**src/rtl/bus_mailbox.sv**
```systemverilog
// bus_mailbox: bus-mapped TX/RX word FIFOs with status, sticky errors and clear; BUS_MAILBOX_IRQ_EN adds CTRL and irq
module bus_mailbox #(
    parameter int DEPTH_LOG2 = 3
) (
    input  logic        clock,
    input  logic        reset_n,
    input  logic        chipselect,
    input  logic        start,
    input  logic        read,
    input  logic        write,
    input  logic [3:0]  be,
    input  logic [3:0]  address,
    input  logic [31:0] writedata,
    output logic [31:0] readdata,
    output logic [31:0] tx_data,
    output logic        tx_valid,
    input  logic        tx_ready,
    input  logic [31:0] rx_data,
    input  logic        rx_valid,
    output logic        rx_ready
`ifdef BUS_MAILBOX_IRQ_EN
    ,
    output logic        irq
`endif
);
    localparam int DEPTH = 1 << DEPTH_LOG2;
    localparam int CW = DEPTH_LOG2 + 1;

    logic [31:0] tx_mem [DEPTH];
    logic [31:0] rx_mem [DEPTH];
    logic [DEPTH_LOG2-1:0] tx_wr, tx_rd, rx_wr, rx_rd;
    logic [CW-1:0] tx_count, rx_count;
    logic tx_full, tx_empty, rx_full, rx_empty;
    logic tx_ovf, rx_unf, be_err;
    logic [1:0] ctrl;
    logic [1:0] off;
    logic acc, bus_wr, bus_rd, data_wr, data_rd;
    logic tx_push_req, tx_push, tx_pop, rx_push, rx_pop, flush;
    logic [31:0] status, rd_word;
    logic unused_bits;

    assign unused_bits = &{1'b0, address[1:0]};
    assign off = address[3:2];
    // A transaction is taken only on its start cycle, so held strobes never repeat it
    assign acc = chipselect & start & (read ^ write);
    assign bus_wr = acc & write;
    assign bus_rd = acc & read;
    assign data_wr = bus_wr & (off == 2'd0);
    assign data_rd = bus_rd & (off == 2'd0);
    assign flush = bus_wr & (off == 2'd3) & writedata[8];

    assign tx_full = tx_count[DEPTH_LOG2];
    assign tx_empty = tx_count == '0;
    assign rx_full = rx_count[DEPTH_LOG2];
    assign rx_empty = rx_count == '0;

    assign tx_valid = !tx_empty;
    assign tx_data = tx_mem[tx_rd];
    assign rx_ready = !rx_full;

    assign tx_pop = tx_valid & tx_ready;
    assign tx_push_req = data_wr & (be == 4'hF);
    // A full TX still takes the word when the consumer frees a slot in the same cycle
    assign tx_push = tx_push_req & (!tx_full | tx_pop);
    assign rx_push = rx_valid & rx_ready;
    assign rx_pop = data_rd & !rx_empty;

    assign status = {16'd0, 4'(rx_count), 4'(tx_count), 1'b0, be_err, rx_unf, tx_ovf,
                     rx_empty, rx_full, tx_empty, tx_full};

    // Read mux; an empty RX returns zero rather than bypassing a same-cycle push
    always_comb begin
        rd_word = (off == 2'd0) ? (rx_empty ? 32'd0 : rx_mem[rx_rd]) :
                  (off == 2'd1) ? status :
                  (off == 2'd2) ? {30'd0, ctrl} : 32'd0;
    end

    // FIFO storage, written only where the pointer logic accepts a push
    always_ff @(posedge clock) begin
        if (tx_push) tx_mem[tx_wr] <= writedata;
        if (rx_push) rx_mem[rx_wr] <= rx_data;
    end

    // TX pointers and occupancy; flush wins over any concurrent traffic
    always_ff @(posedge clock or negedge reset_n) begin
        if (!reset_n) begin
            tx_wr <= '0;
            tx_rd <= '0;
            tx_count <= '0;
        end else if (flush) begin
            tx_wr <= '0;
            tx_rd <= '0;
            tx_count <= '0;
        end else begin
            if (tx_push) tx_wr <= tx_wr + 1'b1;
            if (tx_pop) tx_rd <= tx_rd + 1'b1;
            tx_count <= tx_count + CW'(tx_push) - CW'(tx_pop);
        end
    end

    // RX pointers and occupancy; flush wins over any concurrent traffic
    always_ff @(posedge clock or negedge reset_n) begin
        if (!reset_n) begin
            rx_wr <= '0;
            rx_rd <= '0;
            rx_count <= '0;
        end else if (flush) begin
            rx_wr <= '0;
            rx_rd <= '0;
            rx_count <= '0;
        end else begin
            if (rx_push) rx_wr <= rx_wr + 1'b1;
            if (rx_pop) rx_rd <= rx_rd + 1'b1;
            rx_count <= rx_count + CW'(rx_push) - CW'(rx_pop);
        end
    end

    // Sticky error flags: set by the failing access, cleared by CLEAR bits 4..6
    always_ff @(posedge clock or negedge reset_n) begin
        if (!reset_n) begin
            tx_ovf <= 1'b0;
            rx_unf <= 1'b0;
            be_err <= 1'b0;
        end else begin
            if (tx_push_req && !tx_push) tx_ovf <= 1'b1;
            else if (bus_wr && off == 2'd3 && writedata[4]) tx_ovf <= 1'b0;
            if (data_rd && rx_empty) rx_unf <= 1'b1;
            else if (bus_wr && off == 2'd3 && writedata[5]) rx_unf <= 1'b0;
            if (data_wr && be != 4'hF) be_err <= 1'b1;
            else if (bus_wr && off == 2'd3 && writedata[6]) be_err <= 1'b0;
        end
    end

    // Registered read result, held until the next accepted read
    always_ff @(posedge clock or negedge reset_n) begin
        if (!reset_n) readdata <= '0;
        else if (bus_rd) readdata <= rd_word;
    end

`ifdef BUS_MAILBOX_IRQ_EN
    // CTRL register (byte 0 only) and the registered interrupt level
    always_ff @(posedge clock or negedge reset_n) begin
        if (!reset_n) begin
            ctrl <= '0;
            irq <= 1'b0;
        end else begin
            if (bus_wr && off == 2'd2 && be[0]) ctrl <= writedata[1:0];
            irq <= (ctrl[0] & !rx_empty) | (ctrl[1] & tx_empty);
        end
    end
`else
    assign ctrl = '0;
`endif
endmodule
```
**config.mk**
```make
export PLATFORM = sky130hd
export DESIGN_NAME = bus_mailbox
export DESIGN_NICKNAME = d
export VERILOG_FILES = /design/src/rtl/bus_mailbox.sv
export SDC_FILE = /design/constraint.sdc
export NUM_CORES = 1
export LEC_CHECK = 0
export ABC_AREA = 1
export CAP_MARGIN = 0
export CORE_ASPECT_RATIO = 1.4
export CORE_MARGIN = 5
export CORE_UTILIZATION = 55
export CTS_BUF_LIST = sky130_fd_sc_hd__clkbuf_16
export CTS_CLUSTER_SIZE = 28
export DETAILED_ROUTE_END_ITERATION = 8
export HOLD_SLACK_MARGIN = 0.15
export PLACE_DENSITY = 0.82
export SETUP_SLACK_MARGIN = 0.1
export SKIP_CTS_REPAIR_TIMING = 1
export SLEW_MARGIN = 25
export SYNTH_ARGS = -nofsm -noshare
export SYNTH_HDL_FRONTEND = slang
export SYNTH_SLANG_ARGS = --single-unit
```
**constraint.sdc**
```tcl
create_clock -name clock -period 4 [get_ports clock]
set_input_delay 0.8 -clock clock [delete_from_list [all_inputs] [get_ports clock]]
set_output_delay 0.8 -clock clock [all_outputs]
set_load 0.005 [all_outputs]
```
* Word level (Yosys, flattened, before mapping) *
Memory sizes are Yosys's and may differ from the RTL's.
Index checks and enable logic that the tools add are counted.

cells by class
  $add $sub $neg = 8
  equality and inequality tests = 4
  muxes and demuxes = 23
  bitwise operators = 15
  reduce and logical (&&, ||, !) cells = 22

operators by type and width
  cell                                            count
  two-way mux 32 bit                              2
  two-way mux 3 bit                               8
  two-way mux 16 bit                              1
  nonzero test 2 bit                              7
  bitwise AND 1 bit                               13
  adder 3 x 1 -> 3 bit (second input constant)    4
  two-way mux 1 bit                               10
  adder 4 x 1 -> 4 bit                            2
  zero test 4 bit                                 2
  two-way mux 4 bit                               2
  subtractor 4 x 1 -> 4 bit                       2
  logical AND 1 bit                               7
  zero test 1 bit                                 5
  == test 4 bit (second input constant)           1
  inequality test 4 bit (second input constant)   1
  == test 2 x 1 -> 1 bit (second input constant)  1
  == test 2 bit (second input constant)           1
  zero test 2 bit                                 1
  bitwise OR 1 bit                                1
  bitwise XOR 1 bit                               1

word-level totals
  flip-flop bits (word level) = 55
  memory bits (writable) = 512
  output and inout port bits = 66
  logic and storage cells = 84
  memories kept = 2

memory list
  memory  depth  bits a word  rd ports  clocked after Yosys merged registers in  write ports  RTL line  text
  rx_mem  8      32           1         0                                        1            30        logic [31:0] rx_mem [DEPTH];
  tx_mem  8      32           1         0                                        1            29        logic [31:0] tx_mem [DEPTH];

* Longest topological paths before layout *
Gate-level depths: netlist of the first run.

  depth in word-level cells = 9
  mapped depth = 15

* Least setup slack after synthesis of the first run *
No wires, ideal clock.

  path kind = input port to flip-flop
  from = in write
  to = mem tx_mem[1][0] (enable)
  setup time = 0.421 ns
  arrival = 2.824 ns
  data required time = 3.579 ns
  setup slack = 0.755 ns
  stages = 6
  path buffers = 0
  path through = inv_1 > nor3_4 > nand2_1 > nor2_4 > nand3_2 > nor2_1

on the way
  word-level cells in the longest chain between the ends = 8

RTL lines
  element                                    RTL line  text
  from (decl)                                10        input logic write,
  bitwise XOR 1 bit                          45        assign acc = chipselect & start & (read ^ write);
  bitwise AND 1 bit                          45
  bitwise AND 1 bit *                        46        assign bus_wr = acc & write;
  bitwise AND 1 bit *                        48        assign data_wr = bus_wr & (off == 2'd0);
  bitwise AND 1 bit *                        62        assign tx_push_req = data_wr & (be == 4'hF);
  bitwise AND 1 bit *                        64        assign tx_push = tx_push_req & (!tx_full | tx_pop);
  two-way mux 1 bit *                        80        if (tx_push) tx_mem[tx_wr] <= writedata;
  two-way mux 1 bit (not written as such) *  80
  to (decl)                                  29

Mark *: on every way between the ends. The rest lies on a longest branch, timed or not.

* Final worst setup path of the first run *
  from = reg tx_rd[0]
  to = out tx_data[31]

on the way
  word-level cells in the longest chain between the ends = 1

RTL lines
  element                 RTL line  text
  from (decl)             31        logic [DEPTH_LOG2-1:0] tx_wr, tx_rd, rx_wr, rx_rd;
  from (signal assigned)  96        if (tx_pop) tx_rd <= tx_rd + 1'b1;
  memory (8 x 32 bit)     --
  to (decl)               15        output logic [31:0] tx_data,

Every way passes these cells.

==> metrics.cfg, run 1 <==
[timing]
hold_slack_ps = 227.1
worst_clock_skew_ps = 17.52
max_slew_margin_pct = 45.69
slew_viol_final = 0
tns_ps = 0
setup_slack_ps = 410.5
tightest_slew_ps = 814.6
layout_worst_path_cycle_share_pct = 89.74
rsz0062_at_grt = false
max_freq_ghz = 0.2786
finalHoldViolations = 0
setup_violations = 0
fin_crit_ps = 3589

[yosys]
ys_warn_count = 0
synth-seq-cells = 567
yosys.area.top_type = edfxtp_1
yosysTopAreaCellShare_pct = 66.57
synth_seq_area_share_pct = 72.53
ys_types = 32
synthCells = 1957
synth_area_um2 = 23090
syn_nets = 2053
syn_area_per_cell_um2 = 11.80
ys_top_cells_by_area = edfxtp_1 (67%), dfrtp_1 (6.0%), nor2_1 (5.3%), nand2_1 (5.0%), o21ai_0 (4.7%)

[setup_path]
startpoint_type = flop
crit_type = flop to output port
end_kind = output port
cp_data_required_time_ps = 3200
cp.arrival_ps = 2790
cp_max_fo = 116

[floorplan]
fp.coreArea_um2 = 41400
initial_core_util_pct = 55.78
die_w_um = 183.2
rows = 88
die_h_um = 252.5
dieArea_um2 = 46250
io-pin-count = 146

[cells_and_area]
drive_above_1_share_pct = 7.642
final_common_cell = edfxtp_1
layout.nets = 2174
syn2layout_area_growth_pct = 15.83
final_cell_mix = edfxtp_1 (512), nor2_1 (317), nand2_1 (309)
fin_util_pct = 64.62
fin_cells = 2662
stdcell_area_um2 = 26750

[drt]
drt_iter0_drc = 1445
wl_per_cell_um = 19.43
num_vias = 15152
drtAntennaViolNets = 0
drc = 0
vias_per_cell = 5.692
wirelength_mm = 51.73
firstDrtPassIters = 7

[placement]
place_congestion = 0.7806
pre_cts_slack_ps = 552.0
placed_cell_area_um2 = 25060
dp_hpwl_mm = 28.82
dp.cells = 2566
portBuffers = 143

[clock_tree]
cts_tree = yes
h-tree-depth = 2
clk_latency_ps = 570
clock-root-buffer = clkbuf_16
clock-sinks = 567
cts_made_buffers = 50
clk_pin_slew_worst_paths_ps = 70
cts_buffer_depth = 3

[grt]
grt_pass1_wl_mm = 80.07
grt_max_degree = 131
antenna_found_initial = 2
grt_util_all_layers_pct = 21.84
gr-total-overflow = 0
grt_pass1_vias = 14951

[hold_path]
hp-class = primary input to asynchronous set/reset pin

[pwr]
irDropWorstVdd_v = 0.0004888
pwr_density_cell_nw_per_um2 = 630.8
power.total_mw = 16.87
static-leakage-power_nw = 9.853

[outcome]
status = complete, no violations

[job]
max_cap_violations = 0

[path summary, 6_finish.rpt]
check | from | endpoint | slack [ps] | depth (start not counted)
worst min register to register | readdata[29]$_DFFE_PN0P_ | readdata[29]$_DFFE_PN0P_ | 480 | 2
worst max register to register | tx_count[2]$_DFF_PN0_ | tx_count[1]$_DFF_PN0_ | 1230 | 12
worst max-delay path | tx_rd[0]$_DFFE_PN0P_ | tx_data[31] | 410 | 7
worst min-delay path | reset_n | readdata[21]$_DFFE_PN0P_ | 230 | 1
min in group clock | readdata[29]$_DFFE_PN0P_ | readdata[29]$_DFFE_PN0P_ | 480 | 2
max in group asynchronous | reset_n | rx_unf$_DFFE_PN0P_ | 3070 | 2
[state kept, by name, indices dropped and copies added, names as in the netlist]
signal	flops
be_err	1
readdata	32
rx_count	4
rx_mem	256
rx_rd	3
rx_unf	1
rx_wr	3
tx_count	4
tx_mem	256
tx_ovf	1
tx_rd	3
tx_wr	3
[critical path, cell delays in order, from the launching register on]
cell and delay [ps]:
dfrtp_4 500, inv_2 220, buf_12 420, nor2_1 90, o21ai_0 230, nand2_1 80, nand2_1 120, clkdlybuf4s50_1 510
[layer usage]
layer	vias up	GRT usage [%]	wire, um
li1	6977	-	-
met1	7383	26.45	18810
met2	658	39.06	27150
met3	132	3.484	3932
met4	2	8.859	1828
met5	-	0	13
[synthesized netlist by cell type, drive strengths merged]
| library cell | count |
|---|---|
| a21oi | 33 |
| a31oi | 1 |
| buf | 67 |
| clkbuf | 39 |
| dfrtp | 55 |
| edfxtp | 512 |
| fa | 2 |
| ha | 14 |
| inv | 140 |
| nand2 | 311 |
| nand3 | 116 |
| nand4 | 3 |
| nor2 | 333 |
| nor3 | 7 |
| o211ai | 36 |
| o21ai | 268 |
| o31ai | 1 |
| or2 | 14 |
| xnor2 | 2 |
| xor2 | 3 |
[kinds of logic (layout without fill, tap and decap cells)]
family	count (synthesis)	after routing	share of synthesized area (%)
compound gates	339	339	7.753
xor+xnor	5	5	0.1897
fa+ha+maj	16	16	0.9319
buf+inv	246	409	4.692
flops	567	567	72.53
other cells	0	2	0
simple gates	784	784	13.90
[cell type report]
| class | count | area [um2] |
|---|---|---|
| Multi-Input combinational cell | 1144 | 5355 |
| Clock buffer | 53 | 1326 |
| Sequential cell | 567 | 16760 |
| Antenna cell | 2 | 5.005 |
| Inverter | 140 | 526.8 |
| Timing Repair Buffer | 175 | 1744 |
| Fill cell | 2913 | 14650 |
| Tap cell | 540 | 675.6 |
| Clock inverter | 41 | 356.6 |
[report_power, final]
| group | internal [mW] | switching, mW | leakage [nW] |
|---|---|---|---|
| combinational | 1.87 | 3.03 | 3.70 |
| clock | 2.79 | 2.06 | 0.858 |
| sequential | 6.89 | 0.232 | 5.30 |
Power figures use the tool's default switching activity.
==> run 2, diff against run 1 <==
- PLACE_DENSITY: 0.82 -> 0.8
- SKIP_LAST_GASP: default -> 1
==> run 2 against run 1 <==
Compared with the run above:
- cell area about the same
- clock power fell by 3%
- total power is 0.78% lower
- largest cell class unchanged
- highest routed layer is now met4
==> metrics.cfg, run 2 (synthesis results as in run 1) <==
[floorplan]
initial_core_util_pct = 55.78
rows = 88
io-pin-count = 146
dieArea_um2 = 46250
die_h_um = 252.5
die_w_um = 183.2
fp.coreArea_um2 = 41400

[cells_and_area]
seqCellArea_um2 = 16760
drive_above_1_share_pct = 7.388
final_cell_mix = edfxtp_1 (512), nor2_1 (317), nand2_1 (309)
multi_input_area_um2 = 5360
final_common_cell = edfxtp_1
top_regs = rx_mem x256, tx_mem x256, readdata x32
syn2layout_area_growth_pct = 15.93
fill_cells = 2906
layout.nets = 2180

[clock_tree]
cts_tree = yes
clock-root-buffer = clkbuf_16
h-tree-depth = 2
clk_latency_ps = 580
clk_pin_slew_worst_paths_ps = 70
cts_made_buffers = 51
cts_buffer_depth = 3
clock-sinks = 567

[drt]
vias_per_cell = 5.632
drt_iter0_drc = 1343
num_vias = 15015
drc = 0
wl_per_cell_um = 19.27
drtAntennaViolNets = 0
firstDrtPassIters = 5
wirelength_mm = 51.37

[timing]
max_freq_ghz = 0.2718
fin_crit_ps = 3679
worst_clock_skew_ps = 21.57
tns_ps = 0
tightest_slew_ps = 950.3
setup_violations = 0
layout_worst_path_cycle_share_pct = 91.97
finalHoldViolations = 0
slew_viol_final = 0
rsz0062_at_grt = false
max_slew_margin_pct = 36.65

[grt]
grt_pass1_wl_mm = 80.48
grt_pass1_vias = 15108
grt_util_all_layers_pct = 21.96
antenna_found_initial = 1
gr-total-overflow = 0
grt_max_degree = 92

[setup_path]
startpoint = tx_rd[0]$_DFFE_PN0P_
cp_max_fo = 85
end_kind = output port
r2r_start = rx_rd[0]$_DFFE_PN0P_
crit_type = flop to output port
startpoint_type = flop
worst_r2r_path_depth = 7
cp.arrival_ps = 2880
cp_data_required_time_ps = 3200

[placement]
portBuffers = 143
dp_hpwl_mm = 29.40
place_congestion = 0.7808

[pwr]
power.total_mw = 16.74
static-leakage-power_nw = 9.870
irDropWorstVdd_v = 0.0004395
pwr_density_cell_nw_per_um2 = 625.3

[hold_path]
hp-class = primary input to asynchronous set/reset pin

[outcome]
status = complete, no violations

[job]
max_cap_violations = 0

## run 2: cell count changes in the layout (fill, tap and decap cells not counted), moves of 2 or more
cell / before / now
inv_1: 140 / 146
inv_6: 0 / 4
bufinv_16: 6 / 4
clkinv_2: 16 / 7
clkinv_1: 8 / 12
clkinv_4: 3 / 1
buf_12: 6 / 10
## run 2: worst max-delay path: stages (launching register included)
cell and delay (ps):
dfrtp_4 760, buf_12 360, nor2_1 120, nor2_1 110, o21ai_0 100, o21ai_1 120, nand2_1 90, nand2_1 80
clkdlybuf4s50_1 500
## run 2: through the flow
stage / utilization (%) / instance area (um2) / instances / worst slack [ps] / hold slack, ps
after detailed placement: 60.76 / 25150 / 2571 / 554.4 / 468.7
final: 64.67 / 26770 / 2666 / 321.3 / 216.7
after CTS: 64.66 / 26770 / 2665 / 297.6 / 404.0
after floorplan: - / 23090 / 1957 / 754.6 / 463.2
after global routing: 64.67 / 26770 / 2665 / 122.8 / 230.1
after global placement: 60.76 / 25150 / 2571 / 615.9 / 464.8
## run 2: area by class of cell
class	instances	area share, %
antenna	1	0.009346
clock buffer	52	4.860
clock inverter	42	1.178
inverter	140	1.967
multi-input combinational	1144	20.02
sequential	567	62.60
tap	540	2.523
timing repair buffer	180	6.841
## run 2: final timing paths
kind | endpoint | slack (ps)
worst max-delay path | tx_data[26] | 320
worst min-delay path | readdata[25]$_DFFE_PN0P_ | 220
worst max register to register | readdata[0]$_DFFE_PN0P_ | 1130
worst min register to register | readdata[26]$_DFFE_PN0P_ | 480
max in group asynchronous | be_err$_DFFE_PN0P_ | 3050
min in group clock | readdata[26]$_DFFE_PN0P_ | 480
## run 2: power breakdown
| group | switching (mW) | internal, mW |
|---|---|---|
| Combinational | 2.90 | 1.91 |
| Clock | 2.06 | 2.62 |
| Sequential | 0.354 | 6.89 |
## run 2: routing by layer
metal,vias to the layer above,global-route usage [%],part of all wire (%)
li1,6996,-,-
met1,7349,26.75,37
met2,570,39.76,54
met3,100,3.268,6.3
met4,0,7.900,2.8
met5,-,0,0
==> run 3, diff against run 2 <==
- CORE_UTILIZATION: 55 -> 30
- PLACE_DENSITY: 0.8 -> 0.51
==> run 3 against run 2 <==
Compared with the run above:
- cell count up 17%
- core utilization shrank 29 points
- clock power up 8.1%
- sequential power down 1%
- setup slack better by 67 ps
- global-route usage shrank 8.2 points
- via count decreased by 3.1%
- routed wire length grew 14%
- hold slack better by 67 ps
- flip-flop and latch count did not move
- critical endpoint is now tx_data[9]
- largest cell class unchanged
- largest power group unchanged
==> metrics.cfg, run 3 (synthesis results as in run 1) <==
[pwr]
irDropWorstVdd_v = 0.0003674
pwr_density_cell_nw_per_um2 = 622.4
power.total_mw = 17.19
clock_power_share_pct = 29.5
p_switching_mw = 5.549
comb_power_share_pct = 28.8
p_sw_share_pct = 32.28
p_seq_share_pct = 41.7
static-leakage-power_nw = 9.973
internal_power_mw = 11.64

[floorplan]
io-pin-count = 146
fp.coreArea_um2 = 76420
initial_core_util_pct = 30.22
die_w_um = 244.5
dieArea_um2 = 82710
rows = 120
die_h_um = 338.3

[placement]
dp_hpwl_mm = 33.47
portBuffers = 143
place_congestion = 0.7574

[timing]
tns_ps = 0
max_slew_margin_pct = 43.35
worst_clock_skew_ps = 23.99
setup_violations = 0
hold_slack_ps = 284.2
layout_worst_path_cycle_share_pct = 90.29
max_freq_ghz = 0.2769
rsz0062_at_grt = false
slew_viol_final = 0
tightest_slew_ps = 849.7
finalHoldViolations = 0
fin_crit_ps = 3611

[clock_tree]
cts_buffer_depth = 3
clk_latency_ps = 620
cts_tree = yes
clk_pin_slew_worst_paths_ps = 60
cts_made_buffers = 57
clock-sinks = 567
clock-root-buffer = clkbuf_16
h-tree-depth = 2

[outcome]
status = complete, no violations

[setup_path]
r2r-end = tx_count[2]$_DFF_PN0_
critPathMaxStageDelay_ps = 780
worst_r2r_path_depth = 12
cp-endpoint = tx_data[9]
crit_path_top_delay_cell = dfrtp_4
startpoint_type = flop
cp_data_required_time_ps = 3200
cp_max_fo = 48
reg2reg_slack_ps = 1280
startpoint = tx_rd[1]$_DFFE_PN0P_
cp.arrival_ps = 2810
crit_chain = buf_4 > o21ai_0 > o21ai_0 > nand2_1 > nand2_1 > clkdlybuf4s50_1
r2r_start = tx_count[3]$_DFF_PN0_
end_kind = output port
crit_type = flop to output port

[job]
max_cap_violations = 0

[drt]
vias_per_cell = 4.667
wl_per_cell_um = 18.79
drtAntennaViolNets = 0
num_vias = 14557
wirelength_mm = 58.62
firstDrtPassIters = 5
drt_iter0_drc = 764
drc = 0

[grt]
grt_max_degree = 131
antenna_found_initial = 6
grt_util_all_layers_pct = 13.80
gr-total-overflow = 0
grt_pass1_wl_mm = 88.59
grt_pass1_vias = 14821

[cells_and_area]
top_regs = rx_mem x256, tx_mem x256, readdata x32
final_common_cell = edfxtp_1
drive_above_1_share_pct = 7.948
layout.nets = 2186
final_cell_mix = edfxtp_1 (512), nor2_1 (317), nand2_1 (309)
fill_cells = 7409
syn2layout_area_growth_pct = 19.58

[hold_path]
hp-class = primary input to asynchronous set/reset pin

run 3: cell count changes in the layout (fill, tap and decap cells not counted), sizes merged:
cell,delta
bufinv,-1
clkbuf,+6
clkinv,+8
clkinvlp,+4
diode,+3
inv,-3
run 3: worst min-delay path by stage:
stage                                         from                       end  slack [ps]  cells past startpoint
after floorplan                 be_err$_DFFE_PN0P_        be_err$_DFFE_PN0P_         460                      2
after global placement    readdata[21]$_DFFE_PN0P_  readdata[21]$_DFFE_PN0P_         470                      2
after detailed placement  readdata[23]$_DFFE_PN0P_  readdata[23]$_DFFE_PN0P_         470                      2
after CTS                                  reset_n  readdata[17]$_DFFE_PN0P_         270                      1
after global routing                       reset_n  readdata[17]$_DFFE_PN0P_         300                      1
final                                      reset_n  readdata[17]$_DFFE_PN0P_         280                      1
run 3: layer usage:
metal,vias up,routed length (um),track usage [%]
li1,7010,-,-
met1,7118,23580,16.37
met2,321,30510,25.30
met3,104,3074,2.833
met4,4,1430,3.835
met5,-,21,0
run 3: cell type report:
type	instances	area, um2	share of cell area [%]
clock buffer	58	1451	5.256
tap	976	1221	4.422
inverter	140	528.0	1.912
clock inverter	50	337.8	1.223
antenna	4	10.01	0.03624
sequential	567	16760	60.70
multi-input combinational	1144	5375	19.46
timing repair buffer	180	1929	6.986
run 3: worst max-delay path: cells and delay by family (launching register included):
family / cells / cell delay, ps
AO/OA/AOI/OAI: 2 / 310
buffers and inverters: 2 / 900
flip-flops: 1 / 780
AND/OR/NAND/NOR: 2 / 160
run 3: power groups by stage:
| stage | Sequential (mW) | Clock, mW | Combinational, mW |
|---|---|---|---|
| 2_1_floorplan | 7.15 | 0 | 3.13 |
| 3_3_place_gp | 7.28 | 0 | 4.94 |
| 3_5_place_dp | 7.29 | 0 | 5.05 |
| 4_1_cts | 7.17 | 5.21 | 5.08 |
| 5_1_grt | 7.21 | 5.45 | 5.61 |
| 6_report | 7.17 | 5.07 | 4.95 |
run 3: stage by stage:
stage | std cells | utilization, % | cell area [um2] | setup WS, ps
6_report | 3119 | 36.14 | 27620 | 388.5
5_1_grt | 3116 | 36.13 | 27610 | 141.3
4_1_cts | 3115 | 36.12 | 27610 | 281.3
3_5_place_dp | 3007 | 33.78 | 25820 | 417.3
3_3_place_gp | 3007 | 33.78 | 25820 | 437.1
2_1_floorplan | 1957 | - | 23090 | 754.6
